[src/rtl/stream_rr_arbiter.sv]
// ---------------------------------------------------------------------------
// stream_rr_arbiter
//   Packet-level round-robin arbiter merging four valid/ready beat streams
//   into one registered output stream. A grant is held for a whole packet,
//   which ends with the beat carrying s_last. After each packet the arbiter
//   spends at least one cycle idle. The next grant search then starts just
//   above the source that was last served.
//
// Parameters
//   DATA_W    width of every data bus
//   WDOG_CYC  number of stall cycles tolerated before a grant is aborted
//
// Ports
//   clk      in   single clock, rising edge
//   rst      in   synchronous active-high reset
//   s_valid  in   [3:0]  per-source beat valid
//   s_last   in   [3:0]  per-source last beat of packet
//   s_data   in   [4*DATA_W-1:0]  source i in bits [i*DATA_W +: DATA_W]
//   s_ready  out  [3:0]  per-source ready, at most one bit high
//   m_valid  out  registered output beat valid
//   m_last   out  registered output last beat
//   m_data   out  [DATA_W-1:0]  registered output data
//   m_src    out  [1:0]  source index of the current output beat
//   m_ready  in   downstream ready
//   err      out  one-cycle watchdog abort pulse
//
// Build option
//   ARB_WDOG_EN  When this macro is defined, a stalled grant is aborted
//                after WDOG_CYC cycles without s_valid from the granted
//                source. When it is undefined, err is tied low and a
//                stalled grant is held indefinitely.
// ---------------------------------------------------------------------------
module stream_rr_arbiter #(
    parameter int DATA_W   = 8,
    parameter int WDOG_CYC = 16
) (
    input  logic                  clk,
    input  logic                  rst,
    input  logic [3:0]            s_valid,
    input  logic [3:0]            s_last,
    input  logic [4*DATA_W-1:0]   s_data,
    output logic [3:0]            s_ready,
    output logic                  m_valid,
    output logic                  m_last,
    output logic [DATA_W-1:0]     m_data,
    output logic [1:0]            m_src,
    input  logic                  m_ready,
    output logic                  err
);

    typedef enum logic {
        ST_IDLE = 1'b0,
        ST_BUSY = 1'b1
    } state_t;

    state_t              state_q;
    logic [1:0]          ptr_q;
    logic [1:0]          g_q;
    logic                m_valid_q;
    logic                m_last_q;
    logic [DATA_W-1:0]   m_data_q;
    logic [1:0]          m_src_q;

    logic [DATA_W-1:0]   src_data [4];
    logic                out_free;
    logic                accept;
    logic                sel_valid;
    logic [1:0]          sel_idx;
    logic                wdog_fire;

    // The output register can take a new beat when it is empty or being drained.
    assign out_free = !m_valid_q || m_ready;

    for (genvar gi = 0; gi < 4; gi++) begin : g_src
        assign src_data[gi] = s_data[gi*DATA_W +: DATA_W];
        assign s_ready[gi]  = (state_q == ST_BUSY) && (g_q == 2'(gi)) && out_free;
    end

    assign accept = s_valid[g_q] && s_ready[g_q];

    // Rotating priority: the first requester at or after ptr+1, wrapping mod 4.
    always_comb begin
        sel_valid = 1'b0;
        sel_idx   = '0;
        for (int k = 1; k <= 4; k++) begin
            if (!sel_valid && s_valid[ptr_q + 2'(k)]) begin
                sel_valid = 1'b1;
                sel_idx   = ptr_q + 2'(k);
            end
        end
    end

`ifdef ARB_WDOG_EN
    localparam int WD_W = $clog2(WDOG_CYC + 1);
    logic [WD_W-1:0] wdog_q;
    logic            err_q;

    // Abort on the edge that closes the WDOG_CYC-th consecutive stall cycle.
    // A beat cannot be accepted on that edge, because s_valid[g] is low.
    assign wdog_fire = (state_q == ST_BUSY) && !s_valid[g_q]
                       && (wdog_q == WD_W'(WDOG_CYC - 1));
    assign err       = err_q;

    always_ff @(posedge clk) begin
        if (rst) begin
            wdog_q <= '0;
            err_q  <= 1'b0;
        end else begin
            err_q <= wdog_fire;
            if (state_q != ST_BUSY || accept || wdog_fire) begin
                wdog_q <= '0;
            end else if (!s_valid[g_q]) begin
                wdog_q <= wdog_q + 1'b1;
            end
        end
    end
`else
    assign wdog_fire = 1'b0;
    assign err       = 1'b0;
`endif

    always_ff @(posedge clk) begin
        if (rst) begin
            state_q   <= ST_IDLE;
            ptr_q     <= 2'd3;
            g_q       <= 2'd0;
            m_valid_q <= 1'b0;
            m_last_q  <= 1'b0;
            m_data_q  <= '0;
            m_src_q   <= 2'd0;
        end else begin
            // Output register: a new beat has priority over draining.
            if (accept) begin
                m_valid_q <= 1'b1;
                m_last_q  <= s_last[g_q];
                m_data_q  <= src_data[g_q];
                m_src_q   <= g_q;
            end else if (m_valid_q && m_ready) begin
                m_valid_q <= 1'b0;
            end

            case (state_q)
                ST_IDLE: begin
                    if (sel_valid) begin
                        g_q     <= sel_idx;
                        state_q <= ST_BUSY;
                    end
                end
                ST_BUSY: begin
                    if ((accept && s_last[g_q]) || wdog_fire) begin
                        ptr_q   <= g_q;
                        state_q <= ST_IDLE;
                    end
                end
                default: state_q <= ST_IDLE;
            endcase
        end
    end

    assign m_valid = m_valid_q;
    assign m_last  = m_last_q;
    assign m_data  = m_data_q;
    assign m_src   = m_src_q;

endmodule

[config.mk]
export PLATFORM = sky130hd
export DESIGN_NAME = stream_rr_arbiter
export DESIGN_NICKNAME = d
export VERILOG_FILES = /design/src/rtl/stream_rr_arbiter.sv
export SDC_FILE = /design/constraint.sdc
export NUM_CORES = 1
export LEC_CHECK = 0
export ABC_AREA = 1
export CELL_PAD_IN_SITES_DETAIL_PLACEMENT = 0
export CELL_PAD_IN_SITES_GLOBAL_PLACEMENT = 1
export CORE_UTILIZATION = 28
export DETAILED_ROUTE_END_ITERATION = 12
export PLACE_DENSITY = 0.95
export SETUP_SLACK_MARGIN = 0.05
export SYNTH_ARGS = -nofsm -noshare
export SYNTH_HDL_FRONTEND = slang
export SYNTH_SLANG_ARGS = --single-unit
[constraint.sdc]
create_clock -name clk -period 3.8 [get_ports clk]
set_input_delay 0.76 -clock clk [delete_from_list [all_inputs] [get_ports clk]]
set_output_delay 0.76 -clock clk [all_outputs]
set_load 0.02 [all_outputs]
==> impl_metrics.env, run 1 <==
export IMPL_outcome="complete, no violations"
export IMPL_final_common_cell="clkdlybuf4s50_1"
export IMPL_overall_global_routing_usage=0.157
export IMPL_clockBufferDepth=2
export IMPL_worstPathRequired_ns=3.04
export IMPL_port_buffers=58
export IMPL_largest_fanout_of_any_net_on_the_critical_path=5
export IMPL_worst_clock_skew_ns=0.00404
export IMPL_largest_net_degree_at_the_start_of_global_routing=29
export IMPL_ys_async_rst_share=0
export IMPL_slew_headroom=0.631
export IMPL_design_final_nets=293
export IMPL_core_area_um2=4060
export IMPL_design_portCount=60
export IMPL_areaGrowthSynthToFinish_pct=53.5
export IMPL_crit_start_category="input pin"
export IMPL_worstSetupPathType="in -> out"
export IMPL_whs_ns=0.461
export IMPL_number_of_global_route_vias_before_repair=1292
export IMPL_hold_viol_final=0
export IMPL_floorplan_initialDensity=0.296
export IMPL_worstMarginPinSlew_ns=0.552
export IMPL_pre_cts_slack_ns=0.743
export IMPL_synth_top_family_by_area="simple AND/OR/NAND/NOR gates"
export IMPL_die_x_um=67.5
export IMPL_route_detailed_wl_per_inst_um=11.0
export IMPL_final_min_period_over_clock_period=0.804
export IMPL_postCtsSetupRepairBufs=0
export IMPL_grt_pass1_wl_mm=5.49
export IMPL_post_synth_and_or_nand_nor_area_fraction=0.385
export IMPL_post_synth_fa_ha_maj_area_fraction=0
export IMPL_finalWorstSetupSlack_ns=0.744
export IMPL_synth_top_cells_by_area="dfxtp_1, nand2_1, nand3_1"
export IMPL_diodes=0
export IMPL_cap_violations=0
export IMPL_synth_compound_area_share=0.214
export IMPL_yosys_area_share_xor_xnor=0
export IMPL_slew_violations=0
export IMPL_post_route_cells_drive_above_1_share=0.0964
export IMPL_clkLatencyLatePin_ns=0.25
export IMPL_yosys_area_top_type_share=0.284
export IMPL_powerDensity_nw_per_um2=542
export IMPL_yosys_warnings=0
export IMPL_clock_fmax_mhz=327
export IMPL_drt_total_wl_mm=3.30
export IMPL_die_y_um=67.5
export IMPL_clk_sink_count=17
export IMPL_post_cts_hold_buffer_count=0
export IMPL_total_leakage_power_nw=0.787
export IMPL_via_count=1419
export IMPL_clk_pin_slew_worst_paths_ns=0.07
export IMPL_initialDrtViolationCount=76
export IMPL_postRouteAntennaNets=0
export IMPL_place_gp_congestion=0.769
export IMPL_dpl_hpwl_mm=2.49
export IMPL_cp_slowest_stage_delay_ns=0.63
export IMPL_synth_sequential_area_ratio=0.284
export IMPL_p_total_w=0.000997
export IMPL_post_route_drc_count=0
export IMPL_synth_edf_count=0
export IMPL_synthesis_nets=239
export IMPL_mappedNetlistArea_um2=1200
export IMPL_rows=23
export IMPL_synth_lib_cells_used_distinct=24
export IMPL_postCtsResizedCells=0
export IMPL_h_tree_depth=1
export IMPL_peak_supply_drop_mv=0.279
export IMPL_hold_path_class="reg -> reg"
export IMPL_rsz0062_at_grt="false"
export IMPL_grt_remaining_overflow=0
export IMPL_number_of_antenna_violations_at_the_first_check_in_global_routing=0
export IMPL_post_synth_cell_area_avg_um2=6.12
export IMPL_floorplan_die_area_um2=4550
export IMPL_via_per_inst=4.75
export IMPL_critPathArrivalTime_ns=2.30
export IMPL_netlist_instances=196
export IMPL_slowest_stage="clkdlybuf4s50_1"
export IMPL_crit_path_cell_chain="clkdlybuf4s50_1 > nor2_1 > nor2_1 > inv_1 > nor3_1 > clkdlybuf4s50_1"
export IMPL_fin_crit_ns=3.06
export IMPL_synth_seq_cells=17
export IMPL_yosys_mux_area_fraction=0
export IMPL_post_synth_top_area_cell="dfxtp_1"
export IMPL_cts_root_buffer_cell="clkbuf_8"
export IMPL_drt_pass1_iter_count=4
export IMPL_layout_common_cells="clkdlybuf4s50_1, nand2_1, nand3_1"
export IMPL_numCtsBuffers=3
export IMPL_critPathCaptureType="output pin"
export IMPL_final_total_negative_setup_slack_ns=0
export IMPL_timing_final_setup_violations=0
export IMPL_cts_tree="built"
export IMPL_ys_flop_type="dfxtp_1"
synthesized netlist by cell type, types with 2 or more instances:
cell type  count
clkbuf_1       2
o21ai_0        4
dfxtp_1       17
inv_2          4
o211ai_1       2
nor3_1         3
o21ai_1       10
nand2_1       56
a31oi_1       16
a21oi_1       11
nand3_1       21
buf_2          5
nor2_1        11
inv_1         13
nand2_2       10
buf_4          3
critical path, delay by kind of cell:
kind                   cells  cell delay [ns]
buffers and inverters      3             1.21
and+or+nand+nor            3             0.32
power by group:
part           switching, W  internal [W]  leakage, nW
registers         0.0000327      0.000227        0.140
clock network     0.0000629     0.0000728       0.0255
logic              0.000360      0.000242        0.622
total              0.000456      0.000541        0.787
layer usage:
layer / global-route usage / vias to the layer above / share of wire
li1: - / 757 / -
met1: 0.177 / 612 / 0.46
met2: 0.290 / 47 / 0.46
met3: 0.0422 / 3 / 0.075
met4: 0.0319 / 0 / 0.0088
met5: 0 / - / 0
registers in the layout, indices dropped and copies added (netlist names):
| name | count |
|---|---|
| g_q | 2 |
| m_valid | 1 |
| m_src | 2 |
| ptr_q | 2 |
| state_q | 1 |
| m_last | 1 |
| m_data | 8 |
final timing paths:
path                start    endpoint  slack, ns  cells after the start
setup / recovery  m_ready  s_ready[2]       0.74                      6
setup reg to reg   g_q[0]     state_q       1.93                     10
hold / removal    state_q     state_q       0.46                      2
hold reg to reg   state_q     state_q       0.46                      2
final cells by class:
type,count,area [µm²]
clock inverters,1,5.00
well taps,50,62.6
clock buffers,3,41.3
repair buffers,61,603
flip-flops and latches,17,340
fillers,417,2220
inverters,18,67.6
multi-input cells,149,722
cell families (layout without fill, tap and decap cells):
family          count (synthesis)  after routing
simple gates                  104            104
flops                          17             17
buf+inv                        30             83
other cells                     1              1
compound gates                 44             44
stage by stage:
step | cell area (µm²) | std cells | utilization
after floorplan | 1200 | 196 | -
after global routing | 1840 | 299 | 0.454
final | 1840 | 299 | 0.454
after detailed placement | 1800 | 295 | 0.442
after CTS | 1840 | 299 | 0.454
after global placement | 1800 | 295 | 0.442
(Power assumes the default switching activity.)
==> run 2, diff against run 1 <==
CORE_UTILIZATION = 23   (was 28)
PLACE_DENSITY = 0.86   (was 0.95)
clock period = 2.5 ns   (was 3.8 ns; I/O delays follow)
==> impl_metrics.env, run 2 (synthesis results as in run 1) <==
export IMPL_drt_total_wl_mm=3.34
export IMPL_maxUsedRoutingLayer="met4"
export IMPL_worst_clock_skew_ns=0.00138
export IMPL_h_tree_depth=1
export IMPL_met2_wirelength_mm=1.56
export IMPL_final_total_negative_setup_slack_ns=0
export IMPL_grt_pass1_wl_mm=5.85
export IMPL_min_delay_worst_endpoint="state_q"
export IMPL_diodes=0
export IMPL_m1WireLength_mm=1.51
export IMPL_clk_sink_count=17
export IMPL_numCtsBuffers=3
export IMPL_initialDrtViolationCount=47
export IMPL_grt_remaining_overflow=0
export IMPL_final_common_cell="nand2_1"
export IMPL_critPathArrivalTime_ns=1.71
export IMPL_rows=25
export IMPL_number_of_antenna_violations_at_the_first_check_in_global_routing=0
export IMPL_core_area_um2=4880
export IMPL_critPathCaptureType="output pin"
export IMPL_fin_crit_ns=2.21
export IMPL_largest_net_degree_at_the_start_of_global_routing=29
export IMPL_cts_tree="built"
export IMPL_postRouteAntennaNets=0
export IMPL_clock_fmax_mhz=453
export IMPL_die_x_um=74.2
export IMPL_slew_violations=0
export IMPL_floorplan_initialDensity=0.246
export IMPL_final_min_period_over_clock_period=0.883
export IMPL_via_count=1391
export IMPL_hold_path_depth=2
export IMPL_drt_pass1_iter_count=6
export IMPL_p_total_w=0.00152
export IMPL_via_per_inst=4.36
export IMPL_total_leakage_power_nw=0.827
export IMPL_layout_common_cells="nand2_1, clkdlybuf4s50_1, nand3_1"
export IMPL_met3RoutedLength_um=251
export IMPL_areaGrowthSynthToFinish_pct=56.9
export IMPL_hold_path_class="reg -> reg"
export IMPL_cell_count_of_the_worst_reg_to_reg_path=11
export IMPL_reg2reg_to="g_q[1]"
export IMPL_worstPathRequired_ns=2.00
export IMPL_reg2reg_setup_slack_ns=0.90
export IMPL_cts_root_buffer_cell="clkbuf_8"
export IMPL_design_portCount=60
export IMPL_number_of_global_route_vias_before_repair=1333
export IMPL_design_final_nets=296
export IMPL_worstHoldStart="state_q"
export IMPL_outcome="complete, no violations"
export IMPL_largest_reg_flops=8
export IMPL_post_route_drc_count=0
export IMPL_r2r_start="ptr_q[0]"
export IMPL_clockBufferDepth=2
export IMPL_crit_start_category="input pin"
export IMPL_hold_viol_final=0
export IMPL_timing_final_setup_violations=0
export IMPL_largest_fanout_of_any_net_on_the_critical_path=5
export IMPL_place_gp_congestion=0.763
export IMPL_postCtsSetupRepairBufs=0
export IMPL_rsz0062_at_grt="false"
export IMPL_post_route_cells_drive_above_1_share=0.103
export IMPL_post_cts_hold_buffer_count=0
export IMPL_floorplan_die_area_um2=5510
export IMPL_die_y_um=74.2
export IMPL_cap_violations=0
export IMPL_route_detailed_wl_per_inst_um=10.5
export IMPL_worstSetupPathType="in -> out"
export IMPL_clk_pin_slew_worst_paths_ns=0.06
export IMPL_port_buffers=58
export IMPL_clkLatencyLatePin_ns=0.25
export IMPL_peak_supply_drop_mv=0.371
export IMPL_dpl_hpwl_mm=2.53
export IMPL_overall_global_routing_usage=0.136
export IMPL_powerDensity_nw_per_um2=806
-- run 2: cell types whose count changed in the layout (fill, tap and decap cells not counted), sizes merged --
cell           change
dlygate4sd2        +3
clkinv             -1
clkbuf             +1
clkdlybuf4s50      -4
buf                +3
dlymetal6s2s       +1
-- run 2: power by group --
group | switching (W) | total [W] | internal [W]
clock network | 0.0000868 | 0.000200 | 0.000113
logic | 0.000546 | 0.000925 | 0.000379
registers | 0.0000489 | 0.000394 | 0.000345
-- run 2: per-stage QoR --
| step | hold WS, ns | cell area (µm²) | setup WS [ns] | std cells | utilization |
|---|---|---|---|---|---|
| floorplan | 0.428 | 1200 | 0.817 | 196 | - |
| global placement | 0.440 | 1840 | 0.0160 | 315 | 0.377 |
| detailed placement | 0.441 | 1840 | 0.0179 | 315 | 0.377 |
| CTS | 0.460 | 1880 | 0.0924 | 319 | 0.385 |
| global route | 0.489 | 1880 | 0.225 | 319 | 0.386 |
| finish | 0.460 | 1880 | 0.293 | 319 | 0.386 |
-- run 2: layout make-up --
| type | count | area (µm²) |
|---|---|---|
| Clock buffer | 4 | 45.0 |
| Multi-Input combinational cell | 149 | 722 |
| Timing Repair Buffer | 64 | 624 |
| Tap cell | 67 | 83.8 |
| Fill cell | 542 | 3000 |
| Inverter | 18 | 67.6 |
| Sequential cell | 17 | 340 |
-- run 2: layer usage --
layer  GRT usage  vias to the layer above
li1            -                      761
met1       0.164                      584
met2       0.233                       44
met3      0.0352                        2
met4      0.0440                        0
met5           0                        -
-- run 2: worst max path at each step --
stage | cells past startpoint | startpoint | end
5_1_grt | 6 | m_ready | s_ready[2]
3_3_place_gp | 6 | m_ready | s_ready[2]
3_5_place_dp | 6 | m_ready | s_ready[2]
6_report | 6 | m_ready | s_ready[2]
4_1_cts | 6 | m_ready | s_ready[0]
2_1_floorplan | 3 | g_q[0] | s_ready[1]
-- run 2: repair_timing --
| action | 4_1_cts | 5_1_grt |
|---|---|---|
| endpoints found under the setup margin | 3 | 1 |
| gates cloned | 0 | 0 |
| gates resized for setup | 3 | 1 |
-- run 2: critical path, stage by stage --
cell	delay, ns
clkdlybuf4s50_1	0.46
nor2_1	0.06
nor2_1	0.08
inv_1	0.10
nor3_1	0.14
dlygate4sd2_1	0.38
